==> config.mk <==
export PLATFORM = sky130hd
export DESIGN_NAME = hazard_controller
export DESIGN_NICKNAME = d
export VERILOG_FILES = /design/src/rtl/hazard_pkg.sv /design/src/rtl/hazard_detect.sv /design/src/rtl/hazard_controller.sv
export SDC_FILE = /design/constraint.sdc
export NUM_CORES = 1
export LEC_CHECK = 0
export ABC_AREA = 1
export BUFFER_PORTS_ARGS = -buffer_cell sky130_fd_sc_hd__buf_2
export CORE_MARGIN = 2
export CORE_UTILIZATION = 56
export CTS_BUF_LIST = sky130_fd_sc_hd__clkbuf_16
export CTS_CLUSTER_DIAMETER = 60
export DETAILED_ROUTE_END_ITERATION = 8
export PLACE_DENSITY_LB_ADDON = 0.3
export SETUP_SLACK_MARGIN = 0.4
export SYNTH_ARGS = -nofsm -noshare
export SYNTH_HDL_FRONTEND = slang
export SYNTH_HIERARCHICAL = 1
export SYNTH_SLANG_ARGS = --single-unit
==> constraint.sdc <==
create_clock -name clk -period 2.4 [get_ports clk]
set_clock_uncertainty 0.1 [all_clocks]
set_input_delay 0 -clock clk [delete_from_list [all_inputs] [get_ports clk]]
set_output_delay 0 -clock clk [all_outputs]
set_load 0.03 [all_outputs]
==> src/rtl/hazard_pkg.sv <==
// Shared definitions for the pipeline hazard sequencer.
//   hz_state_t : sequencer states
//   ZERO_REG   : architectural zero register, never a real dependency
package hazard_pkg;

  typedef enum logic [1:0] {
    RUN      = 2'd0,
    BUBBLE   = 2'd1,
    MEM_WAIT = 2'd2,
    ERROR    = 2'd3
  } hz_state_t;

  localparam logic [4:0] ZERO_REG = 5'd0;

endpackage

==> src/rtl/hazard_detect.sv <==
// Load-use comparator: flags when the load sitting in EX writes a register
// that the instruction in ID reads.
// Ports:
//   id_ex_mem_read_i : instruction in EX is a load
//   id_ex_rt_i       : load destination register
//   if_id_rs_i       : Rs of the instruction in ID
//   if_id_rt_i       : Rt of the instruction in ID
//   load_use_o       : a bubble is needed
module hazard_detect
  import hazard_pkg::*;
(
  input  logic       id_ex_mem_read_i,
  input  logic [4:0] id_ex_rt_i,
  input  logic [4:0] if_id_rs_i,
  input  logic [4:0] if_id_rt_i,
  output logic       load_use_o
);

  // Writes to $zero are discarded, so they never create a dependency.
  assign load_use_o = id_ex_mem_read_i && (id_ex_rt_i != ZERO_REG) &&
                      ((id_ex_rt_i == if_id_rs_i) || (id_ex_rt_i == if_id_rt_i));

endmodule

==> src/rtl/hazard_controller.sv <==
// Pipeline hazard sequencer for the 5-stage core: load-use bubbles, branch
// flushes and a memory-handshake freeze with a sticky timeout error.
// Ports:
//   clk, rst              : clock, async active-low reset
//   ifIdRs/ifIdRt/idExRt  : register numbers for load-use detection
//   idExMemRead           : EX holds a load
//   branchTaken           : branch resolved taken this cycle
//   memReq/memReady       : data memory handshake
//   pcWrite/ifIdWrite     : front-end enables
//   ifIdFlush/idExFlush   : bubble insertion
//   pipeHold              : hold ID/EX, EX/MEM, MEM/WB
//   memErr                : sticky memory timeout
//   stallCount            : saturating count of cycles with pcWrite=0
//
// state    | meaning
// ---------+----------------------------------------------------
// RUN      | normal flow; detects stalls, flushes and load-use
// BUBBLE   | inserting the remaining load-use bubbles
// MEM_WAIT | frozen until memReady; resumes the saved state
// ERROR    | memory timed out; frozen until reset
module hazard_controller
  import hazard_pkg::*;
#(
  parameter int LOAD_STALL  = 1,
  parameter int MEM_TIMEOUT = 15,
  parameter int CNT_W       = 16
) (
  input  logic             clk,
  input  logic             rst,
  input  logic [4:0]       ifIdRs,
  input  logic [4:0]       ifIdRt,
  input  logic [4:0]       idExRt,
  input  logic             idExMemRead,
  input  logic             branchTaken,
  input  logic             memReq,
  input  logic             memReady,
  output logic             pcWrite,
  output logic             ifIdWrite,
  output logic             ifIdFlush,
  output logic             idExFlush,
  output logic             pipeHold,
  output logic             memErr,
  output logic [CNT_W-1:0] stallCount
);

  // First bubble is issued from RUN, so the counter holds the remainder.
  localparam logic [2:0] BUB_INIT = 3'(LOAD_STALL - 1);
  localparam logic [7:0] WAIT_MAX = 8'(MEM_TIMEOUT);

  hz_state_t        state_q, state_d;
  hz_state_t        resume_q, resume_d;
  logic [2:0]       bub_q, bub_d;
  logic [7:0]       wait_q, wait_d;
  logic             err_q, err_d;
  logic [CNT_W-1:0] stall_cnt_q, stall_cnt_d;
  logic             load_use;
  logic             mem_stall;

  hazard_detect u_detect (
    .id_ex_mem_read_i (idExMemRead),
    .id_ex_rt_i       (idExRt),
    .if_id_rs_i       (ifIdRs),
    .if_id_rt_i       (ifIdRt),
    .load_use_o       (load_use)
  );

  assign mem_stall = memReq && !memReady;

  always_comb begin
    pcWrite   = 1'b1;
    ifIdWrite = 1'b1;
    ifIdFlush = 1'b0;
    idExFlush = 1'b0;
    pipeHold  = 1'b0;
    state_d   = state_q;
    resume_d  = resume_q;
    bub_d     = bub_q;
    wait_d    = wait_q;
    err_d     = err_q;

    case (state_q)
      RUN: begin
        if (mem_stall) begin
          pcWrite   = 1'b0;
          ifIdWrite = 1'b0;
          pipeHold  = 1'b1;
          resume_d  = RUN;
          wait_d    = 8'd1;
          state_d   = MEM_WAIT;
        end else if (branchTaken) begin
          ifIdFlush = 1'b1;
          idExFlush = 1'b1;
        end else if (load_use) begin
          pcWrite   = 1'b0;
          ifIdWrite = 1'b0;
          idExFlush = 1'b1;
          if (BUB_INIT != 3'd0) begin
            bub_d   = BUB_INIT;
            state_d = BUBBLE;
          end
        end
      end
      BUBBLE: begin
        if (mem_stall) begin
          pcWrite   = 1'b0;
          ifIdWrite = 1'b0;
          pipeHold  = 1'b1;
          resume_d  = BUBBLE;
          wait_d    = 8'd1;
          state_d   = MEM_WAIT;
        end else if (branchTaken) begin
          // The flush already removes the dependent instruction.
          ifIdFlush = 1'b1;
          idExFlush = 1'b1;
          bub_d     = 3'd0;
          state_d   = RUN;
        end else begin
          pcWrite   = 1'b0;
          ifIdWrite = 1'b0;
          idExFlush = 1'b1;
          bub_d     = bub_q - 3'd1;
          if (bub_q <= 3'd1) begin
            bub_d   = 3'd0;
            state_d = RUN;
          end
        end
      end
      MEM_WAIT: begin
        if (memReady) begin
          wait_d  = 8'd0;
          state_d = resume_q;
        end else begin
          pcWrite   = 1'b0;
          ifIdWrite = 1'b0;
          pipeHold  = 1'b1;
          if (wait_q == WAIT_MAX) begin
            err_d   = 1'b1;
            state_d = ERROR;
          end else begin
            wait_d = wait_q + 8'd1;
          end
        end
      end
      ERROR: begin
        pcWrite   = 1'b0;
        ifIdWrite = 1'b0;
        pipeHold  = 1'b1;
        err_d     = 1'b1;
      end
      default: state_d = RUN;
    endcase

    // Keep the pipeline running normally while reset is held.
    if (!rst) begin
      pcWrite   = 1'b1;
      ifIdWrite = 1'b1;
      ifIdFlush = 1'b0;
      idExFlush = 1'b0;
      pipeHold  = 1'b0;
    end

    stall_cnt_d = stall_cnt_q;
    if (!pcWrite && (stall_cnt_q != {CNT_W{1'b1}})) begin
      stall_cnt_d = stall_cnt_q + CNT_W'(1);
    end
  end

  always_ff @(posedge clk or negedge rst) begin
    if (!rst) begin
      state_q     <= RUN;
      resume_q    <= RUN;
      bub_q       <= 3'd0;
      wait_q      <= 8'd0;
      err_q       <= 1'b0;
      stall_cnt_q <= '0;
    end else begin
      state_q     <= state_d;
      resume_q    <= resume_d;
      bub_q       <= bub_d;
      wait_q      <= wait_d;
      err_q       <= err_d;
      stall_cnt_q <= stall_cnt_d;
    end
  end

  assign memErr     = err_q;
  assign stallCount = stall_cnt_q;

endmodule

==> summary.json, run 1 <==
{
  "floorplan.io_pins": 43,
  "async_flop_share_pct": 100,
  "pwr-share-seq_pct": 32.6,
  "most-common-layout-cells": "140 x sky130_fd_sc_hd__nand2_1, 43 x sky130_fd_sc_hd__inv_1, 42 x sky130_fd_sc_hd__buf_2",
  "p_leak_nw": 1.49,
  "antenna_violating_nets_post_route": 0,
  "fillCellCount": 351,
  "global_route_wire_length_before_repair_um": 8250,
  "power_density_nw_per_um2": 836,
  "clock_sink_count": 31,
  "synth_seq_area_share_pct": 34.1,
  "unrepaired_setup_endpoints_after_global_routing": "false",
  "cell_internal_pwr_mw": 1.30,
  "achievable-frequency_mhz": 556,
  "finalSetupViolations": 0,
  "worstSetupStartpointType": "flip-flop",
  "cts_buffer_depth": 2,
  "crit_share_post_route_pct": 74.9,
  "report.final.slew_viol_count": 0,
  "critPathCaptureType": "primary output",
  "via_per_inst": 5.13,
  "reg2regPathDepth": 9,
  "initial_core_util_pct": 57.7,
  "rows": 23,
  "place.detailed.hpwl_um": 3690,
  "synthesis.yosys.warnings": 6,
  "final_replace_weighted_congestion": 0.867,
  "regToRegStartpoint": "stallCount[0]$_DFFE_PN0P_",
  "dieWidth_um": 67.8,
  "netSwitchingFraction_pct": 42.1,
  "drt-wirelength-per-cell_um": 11.3,
  "outcome": "finished, final reports clean",
  "switching_power_mw": 0.943,
  "initial_antenna_violation_count": 0,
  "clk_latency_ns": 0.27,
  "synthesis.instances": 344,
  "critical_path.reg2reg.endpoint": "stallCount[8]$_DFFE_PN0P_",
  "groute.usage.overall_pct": 23.6,
  "slew_headroom_pct": 75.6,
  "fin_nets": 421,
  "h-tree-depth": 2,
  "wirelength_um": 4990,
  "critical_path_start_end_classification": "reg2out",
  "first_iter_violations": 108,
  "count_of_flip_flops_with_a_built_in_enable_after_synthesis": 0,
  "power_mw": 2.24,
  "worst_path_most_repeated_cell": "sky130_fd_sc_hd__inv_1",
  "clock_power_share_pct": 26.5,
  "tritoncts_clock_tree": "built",
  "yosys_register_bits": 31,
  "shortest_period_the_worst_path_allows_ns": 1.80,
  "max_cap_viol_count": 0,
  "die_area_um2": 4590,
  "synth.avg_cell_area_um2": 6.62,
  "routed-via-count": 2274,
  "layout-area-overhead-vs-synth_pct": 17.6,
  "cp_slowest_stage_delay_ns": 0.41,
  "timing_hold_violations_final": 0,
  "root_buffer": "sky130_fd_sc_hd__clkbuf_16",
  "drtPass1Iterations": 5,
  "netlist_area_um2": 2280,
  "setup_tns_ns": 0,
  "synth-main-ff-cell": "sky130_fd_sc_hd__dfrtp_1",
  "crit_path_top_delay_cell": "sky130_fd_sc_hd__dfrtp_1",
  "fp.dieH_um": 67.8,
  "critPathMaxFanout": 4,
  "layout-drive-gt1-share_pct": 17.8,
  "holdCritPathClass": "in2async",
  "critical_path_cell_by_cell": "inv_1, ha_1, inv_1, nor2_1, o21ai_0, a21oi_1, buf_2",
  "gr-total-overflow": 0,
  "buffer_ports.inserted": 42,
  "cp_data_required_time_ns": 2.30,
  "cts-buffers-inserted": 5,
  "n_antenna_cell": 0,
  "layout_commonest_cell": "sky130_fd_sc_hd__nand2_1",
  "cp_data_arrival_time_ns": 1.70,
  "clk_transition_reported_paths_ns": 0.05,
  "grt_max_degree": 19,
  "vias_in_the_first_global_route": 1991,
  "synth_nets": 373,
  "r2r_slack_ns": 0.62,
  "worstMarginPinSlew_ns": 0.365,
  "share_comb_of_total_power_pct": 40.9,
  "vdd_ir_drop_max_v": 0.000438,
  "placeableCoreArea_um2": 3940,
  "drc_errors": 0,
  "synth_cell_types": 27
}
## cells by family after synthesis
| family | after synthesis | synth area share (%) |
|---|---|---|
| flops | 31 | 34.1 |
| compound gates | 25 | 6.05 |
| xor+xnor | 13 | 5.00 |
| simple gates | 215 | 40.6 |
| fa+ha+maj | 8 | 4.40 |
| buf+inv | 52 | 9.90 |
## metal layers
layer	global-route usage [%]	wire length (um)
met5	0	0
met4	11.0	108
met3	4.17	288
met2	41.4	2420
met1	27.7	2180
## power by group through the flow
stage	sequential (mW)	clock [mW]	combinational (mW)
after floorplan	0.778	0	0.695
after detailed placement	0.736	0	0.906
after global routing	0.750	0.621	1.04
final	0.730	0.594	0.916
after CTS	0.729	0.601	0.920
after global placement	0.735	0	0.894
## sequential cells by signal (all words and copies together), names as in the netlist
signal and count:
stallCount 16, wait_q 8, bub_q 3, state_q 2, memErr 1, resume_q 1
## layout make-up
cell class / count / area, um^2 / share of cell area (%)
Inverter: 47 / 179 / 6.68
Tap cell: 50 / 62.6 / 2.34
Sequential cell: 31 / 776 / 29.0
Multi-Input combinational cell: 261 / 1270 / 47.6
Clock inverter: 3 / 12.5 / 0.467
Clock buffer: 5 / 125 / 4.67
Timing Repair Buffer: 46 / 248 / 9.25
## synth_stat cells, types with 5 or more instances
library cell	number	area, um^2
sky130_fd_sc_hd__nand4_1	10	62.6
sky130_fd_sc_hd__inv_1	41	154
sky130_fd_sc_hd__xnor2_1	8	70.1
sky130_fd_sc_hd__ha_1	8	100
sky130_fd_sc_hd__xor2_1	5	43.8
sky130_fd_sc_hd__nand2_1	140	526
sky130_fd_sc_hd__nor2_1	30	113
sky130_fd_sc_hd__dfrtp_1	31	776
sky130_fd_sc_hd__o21ai_0	12	60.1
sky130_fd_sc_hd__inv_2	5	18.8
sky130_fd_sc_hd__nand3_1	19	95.1
## worst max-delay path by stage
stage | startpoint | to | slack [ns] | cells after the start
floorplan | stallCount[0]$_DFFE_PN0P_ | stallCount[0]$_DFFE_PN0P_ | 0.64 | 9
global placement | stallCount[0]$_DFFE_PN0P_ | stallCount[9]$_DFFE_PN0P_ | 0.67 | 9
detailed placement | stallCount[0]$_DFFE_PN0P_ | stallCount[11]$_DFFE_PN0P_ | 0.64 | 9
CTS | state_q[0]$_DFFE_PN0P_ | idExFlush | 0.60 | 7
global route | state_q[0]$_DFFE_PN0P_ | idExFlush | 0.45 | 7
finish | state_q[1]$_DFFE_PN0P_ | idExFlush | 0.60 | 7
## per-stage QoR
stage	hold WS (ns)	setup WS (ns)	std cells	util, %	area, um^2
3_3_place_gp	-0.171	0.669	432	63.7	2510
2_1_floorplan	-0.396	0.638	344	-	2280
5_1_grt	0.133	0.449	443	67.9	2680
6_report	0.0918	0.602	443	67.9	2680
4_1_cts	0.103	0.595	443	67.9	2680
3_5_place_dp	-0.171	0.639	432	63.7	2510
## worst max-delay path: cells and delay by family (launching register included)
family          cells  cell delay [ns]
compound gates      2             0.25
buf+inv             3             0.43
flops               1             0.41
fa+ha+maj           1             0.20
simple gates        1             0.15
## repair_timing
action	in CTS	in global routing
hold endpoints to repair	33	0
buffers inserted	0	0
gates resized for setup	0	0
hold buffers	3	0
No activity file was read; power rests on OpenSTA's default activity.
==> inputs of run 2 (changes only) <==
--- a/config.mk
+++ b/config.mk
@@ -8,7 +8,7 @@
 export ABC_AREA = 1
 export BUFFER_PORTS_ARGS = -buffer_cell sky130_fd_sc_hd__buf_2
 export CORE_MARGIN = 2
-export CORE_UTILIZATION = 56
+export CORE_UTILIZATION = 50
 export CTS_BUF_LIST = sky130_fd_sc_hd__clkbuf_16
 export CTS_CLUSTER_DIAMETER = 60
 export DETAILED_ROUTE_END_ITERATION = 8
==> constraint.sdc (replaced) <==
create_clock -name clk -period 1.6 [get_ports clk]
set_clock_uncertainty 0.1 [all_clocks]
set_input_delay 0 -clock clk [delete_from_list [all_inputs] [get_ports clk]]
set_output_delay 0 -clock clk [all_outputs]
set_load 0.03 [all_outputs]
==> run 2 against run 1 <==
  * The flow now finishes with violations (negative setup slack)
  * Sequential share of layout area shrank 7.1 points
  * Cell area grew 35%
  * Worst hold slack lost 0.036 ns
  * Via count grew 25%
  * Clock power grew 82%
  * Cell count grew 11%
  * Critical endpoint unchanged
==> summary.json, run 2 (synthesis results as in run 1) <==
{
  "failing_checks": "negative setup slack",
  "n_antenna_cell": {"value": 0, "change": "unchanged"},
  "routed-via-count": {"value": 2844, "change": "was 2274"},
  "power": {"value": 5.26, "unit": "mW", "change": "was 2.24 mW"},
  "cp_data_required_time": {"value": 1.50, "unit": "ns", "change": "was 2.30 ns"},
  "setup_tns": {"value": -1.60, "unit": "ns", "change": "was 0 ns"},
  "achievable-frequency_mhz": 584,
  "final_replace_weighted_congestion": {"value": 0.865, "change": "was 0.867"},
  "antenna_violating_nets_post_route": {"value": 0, "change": "unchanged"},
  "p_leak": {"value": 1.83, "unit": "nW", "change": "was 1.49 nW"},
  "floorplan.io_pins": {"value": 43, "change": "unchanged"},
  "report.final.slew_viol_count": {"value": 0, "change": "unchanged"},
  "drtPass1Iterations": {"value": 5, "change": "unchanged"},
  "reg2regPathDepth": {"value": 10, "change": "was 9"},
  "utilization": {"value": 82.2, "unit": "%", "change": "was 67.9%"},
  "rows": {"value": 24, "change": "was 23"},
  "cts-buffers-inserted": {"value": 5, "change": "unchanged"},
  "cts_buffer_depth": {"value": 2, "change": "unchanged"},
  "layout-drive-gt1-share": {"value": 45.1, "unit": "%", "change": "was 17.8%"},
  "timing.critical_path.buf_inv": {"value": 3, "change": "unchanged"},
  "timing_hold_violations_final": {"value": 0, "change": "unchanged"},
  "critPathCaptureType": {"value": "primary output", "change": "unchanged"},
  "first_iter_violations": {"value": 411, "change": "was 108"},
  "tritoncts_clock_tree": {"value": "built", "change": "unchanged"},
  "dieWidth": {"value": 71.5, "unit": "um", "change": "was 67.8 um"},
  "drt-wirelength-per-cell": {"value": 17.4, "unit": "um", "change": "was 11.3 um"},
  "power_density": {"value": 1460, "unit": "nW/um^2", "change": "was 836 nW/um^2"},
  "global_route_wire_length_before_repair": {"value": 12200, "unit": "um", "change": "was 8250 um"},
  "initial_core_util": {"value": 51.9, "unit": "%", "change": "was 57.7%"},
  "initial_antenna_violation_count": {"value": 0, "change": "unchanged"},
  "fin_nets": {"value": 469, "change": "was 421"},
  "placeableCoreArea": {"value": 4380, "unit": "um^2", "change": "was 3940 um^2"},
  "drc_errors": {"value": 0, "change": "unchanged"},
  "grt_max_degree": {"value": 21, "change": "was 19"},
  "h-tree-depth": {"value": 2, "change": "unchanged"},
  "critical_path_cell_by_cell": {"value": "inv_2, ha_4, inv_6, nor2_4, o21ai_2, a21oi_2, buf_6", "change": "was inv_1, ha_1, inv_1, nor2_1, o21ai_0, a21oi_1, buf_2"},
  "clock_sink_count": {"value": 31, "change": "unchanged"},
  "slew_headroom": {"value": 78.7, "unit": "%", "change": "was 75.6%"},
  "delay_heaviest_family_cp": {"value": "flip-flops", "change": "was buffers and inverters"},
  "crit_share_post_route_pct": 107,
  "root_buffer": {"value": "sky130_fd_sc_hd__clkbuf_16", "change": "unchanged"},
  "place.detailed.hpwl": {"value": 4330, "unit": "um", "change": "was 3690 um"},
  "wirelength": {"value": 8600, "unit": "um", "change": "was 4990 um"},
  "layout-area-overhead-vs-synth": {"value": 58.4, "unit": "%", "change": "was 17.6%"},
  "fp.dieH": {"value": 71.5, "unit": "um", "change": "was 67.8 um"},
  "clk_latency": {"value": 0.28, "unit": "ns", "change": "was 0.27 ns"},
  "vdd_ir_drop_max": {"value": 0.000868, "unit": "V", "change": "was 0.000438 V"},
  "layout_commonest_cell": {"value": "sky130_fd_sc_hd__nand2_1", "change": "unchanged"},
  "most-common-layout-cells": {"value": "107 x sky130_fd_sc_hd__nand2_1, 37 x sky130_fd_sc_hd__buf_2, 31 x sky130_fd_sc_hd__buf_4", "change": "was 140 x sky130_fd_sc_hd__nand2_1, 43 x sky130_fd_sc_hd__inv_1, 42 x sky130_fd_sc_hd__buf_2"},
  "placement.setup.worst_slack": {"value": -0.0172, "unit": "ns", "change": "was 0.639 ns"},
  "outcome": {"value": "finished with violations", "change": "was finished, final reports clean"},
  "finalSetupViolations": {"value": 21, "change": "was 0"},
  "holdCritPathClass": {"value": "in2reg", "change": "was in2async"},
  "worst-path-stages": {"value": 7, "change": "unchanged"},
  "vias_in_the_first_global_route": {"value": 2602, "change": "was 1991"},
  "groute.usage.overall": {"value": 29.8, "unit": "%", "change": "was 23.6%"},
  "clk_transition_reported_paths": {"value": 0.06, "unit": "ns", "change": "was 0.05 ns"},
  "unrepaired_setup_endpoints_after_global_routing": {"value": "true", "change": "was false"},
  "critPathMaxFanout": {"value": 4, "change": "unchanged"},
  "multiInputGateArea": {"value": 1640, "unit": "um^2", "change": "was 1270 um^2"},
  "buffer_ports.inserted": {"value": 42, "change": "unchanged"},
  "cp_slowest_stage_delay": {"value": 0.41, "unit": "ns", "change": "about the same"},
  "min_setup_slack_post_route": {"value": -0.112, "unit": "ns", "change": "was 0.602 ns"},
  "fillCellCount": {"value": 222, "change": "was 351"},
  "worstMarginPinSlew": {"value": 0.316, "unit": "ns", "change": "was 0.365 ns"},
  "crit_path_top_delay_cell": {"value": "sky130_fd_sc_hd__dfrtp_1", "change": "unchanged"},
  "ff_latch_area": {"value": 788, "unit": "um^2", "change": "was 776 um^2"},
  "critical_path_start_end_classification": {"value": "reg2out", "change": "unchanged"},
  "shortest_period_the_worst_path_allows_ns": 1.71,
  "hold_path_depth": 4,
  "die_area": {"value": 5110, "unit": "um^2", "change": "was 4590 um^2"},
  "gr-total-overflow": {"value": 0, "change": "unchanged"},
  "via_per_inst": {"value": 5.77, "change": "was 5.13"},
  "worstSetupStartpointType": {"value": "flip-flop", "change": "unchanged"},
  "cp_data_arrival_time": {"value": 1.61, "unit": "ns", "change": "was 1.70 ns"},
  "max_cap_viol_count": {"value": 0, "change": "unchanged"},
  "largest_register_ffs": {"value": 16, "change": "unchanged"}
}
[run 2: cell count changes in the layout (fill, tap and decap cells not counted), moves of 6 or more]
cell                      previous run  this run
sky130_fd_sc_hd__nand2_1           140       107
sky130_fd_sc_hd__buf_4               1        31
sky130_fd_sc_hd__nand2_2             4        27
sky130_fd_sc_hd__buf_6               0        19
sky130_fd_sc_hd__inv_1              43        29
sky130_fd_sc_hd__dfrtp_1            31        21
sky130_fd_sc_hd__dfrtp_2             0        10
sky130_fd_sc_hd__nand2_4             2        12
sky130_fd_sc_hd__o21ai_0            12         6
[run 2: worst paths after layout]
kind / slack [ns] / end / startpoint
worst max-delay path: -0.11 / idExFlush / state_q[1]$_DFFE_PN0P_
worst min-delay path: 0.06 / wait_q[4]$_DFFE_PN0P_ / memReady
worst max register to register: -0.11 / stallCount[6]$_DFFE_PN0P_ / state_q[0]$_DFFE_PN0P_
worst min register to register: 0.38 / memErr$_DFFE_PN0P_ / memErr$_DFFE_PN0P_
max in group asynchronous: 0.85 / stallCount[9]$_DFFE_PN0P_ / rst
min in group asynchronous: 0.23 / state_q[1]$_DFFE_PN0P_ / rst
[run 2: through the flow]
step | std cells | area (um^2) | hold slack [ns]
4_1_cts | 482 | 3350 | 0.0318
5_1_grt | 493 | 3600 | 0.0878
3_5_place_dp | 459 | 2850 | -0.112
3_3_place_gp | 459 | 2850 | -0.105
2_1_floorplan | 344 | 2400 | -0.396
6_report | 493 | 3600 | 0.0557
[run 2: per-layer routing]
| metal | track usage, % | part of all wire [%] | up-vias |
|---|---|---|---|
| met3 | 5.77 | 7.3 | 65 |
| met4 | 12.8 | 6.2 | 0 |
| met5 | 0 | 0 | - |
| li1 | - | - | 1272 |
| met1 | 36.3 | 38 | 1308 |
| met2 | 51.4 | 48 | 199 |
[run 2: final cells by class]
class	count	share of cell area, %
well taps	52	1.80
multi-input cells	262	45.6
clock buffers	5	3.47
inverters	47	5.73
clock inverters	3	1.08
flip-flops and latches	31	21.9
repair buffers	93	20.4
[run 2: tightest hold or removal path, stage by stage]
cell                      delay [ns]
sky130_fd_sc_hd__buf_2          0.14
sky130_fd_sc_hd__inv_4          0.09
sky130_fd_sc_hd__nand4_1        0.10
sky130_fd_sc_hd__o21ai_1        0.07
[run 2: timing repair]
| item | 4_1_cts | 5_1_grt |
|---|---|---|
| hold buffers | 2 | 0 |
| cloned | 1 | 1 |
| resized for setup | 66 | 43 |
| setup endpoints to repair | 36 | 36 |
| hold endpoints to repair | 32 | 0 |
| pin swaps | 19 | 21 |
| setup buffers | 12 | 10 |
[run 2: power breakdown]
| group | leakage (nW) | total (mW) | switching [mW] | internal (mW) |
|---|---|---|---|---|
| sequential | 0.399 | 1.12 | 0.176 | 0.943 |
| clock | 0.0812 | 1.08 | 0.352 | 0.726 |
| combinational | 1.35 | 3.06 | 1.72 | 1.34 |
| total | 1.83 | 5.26 | 2.25 | 3.01 |
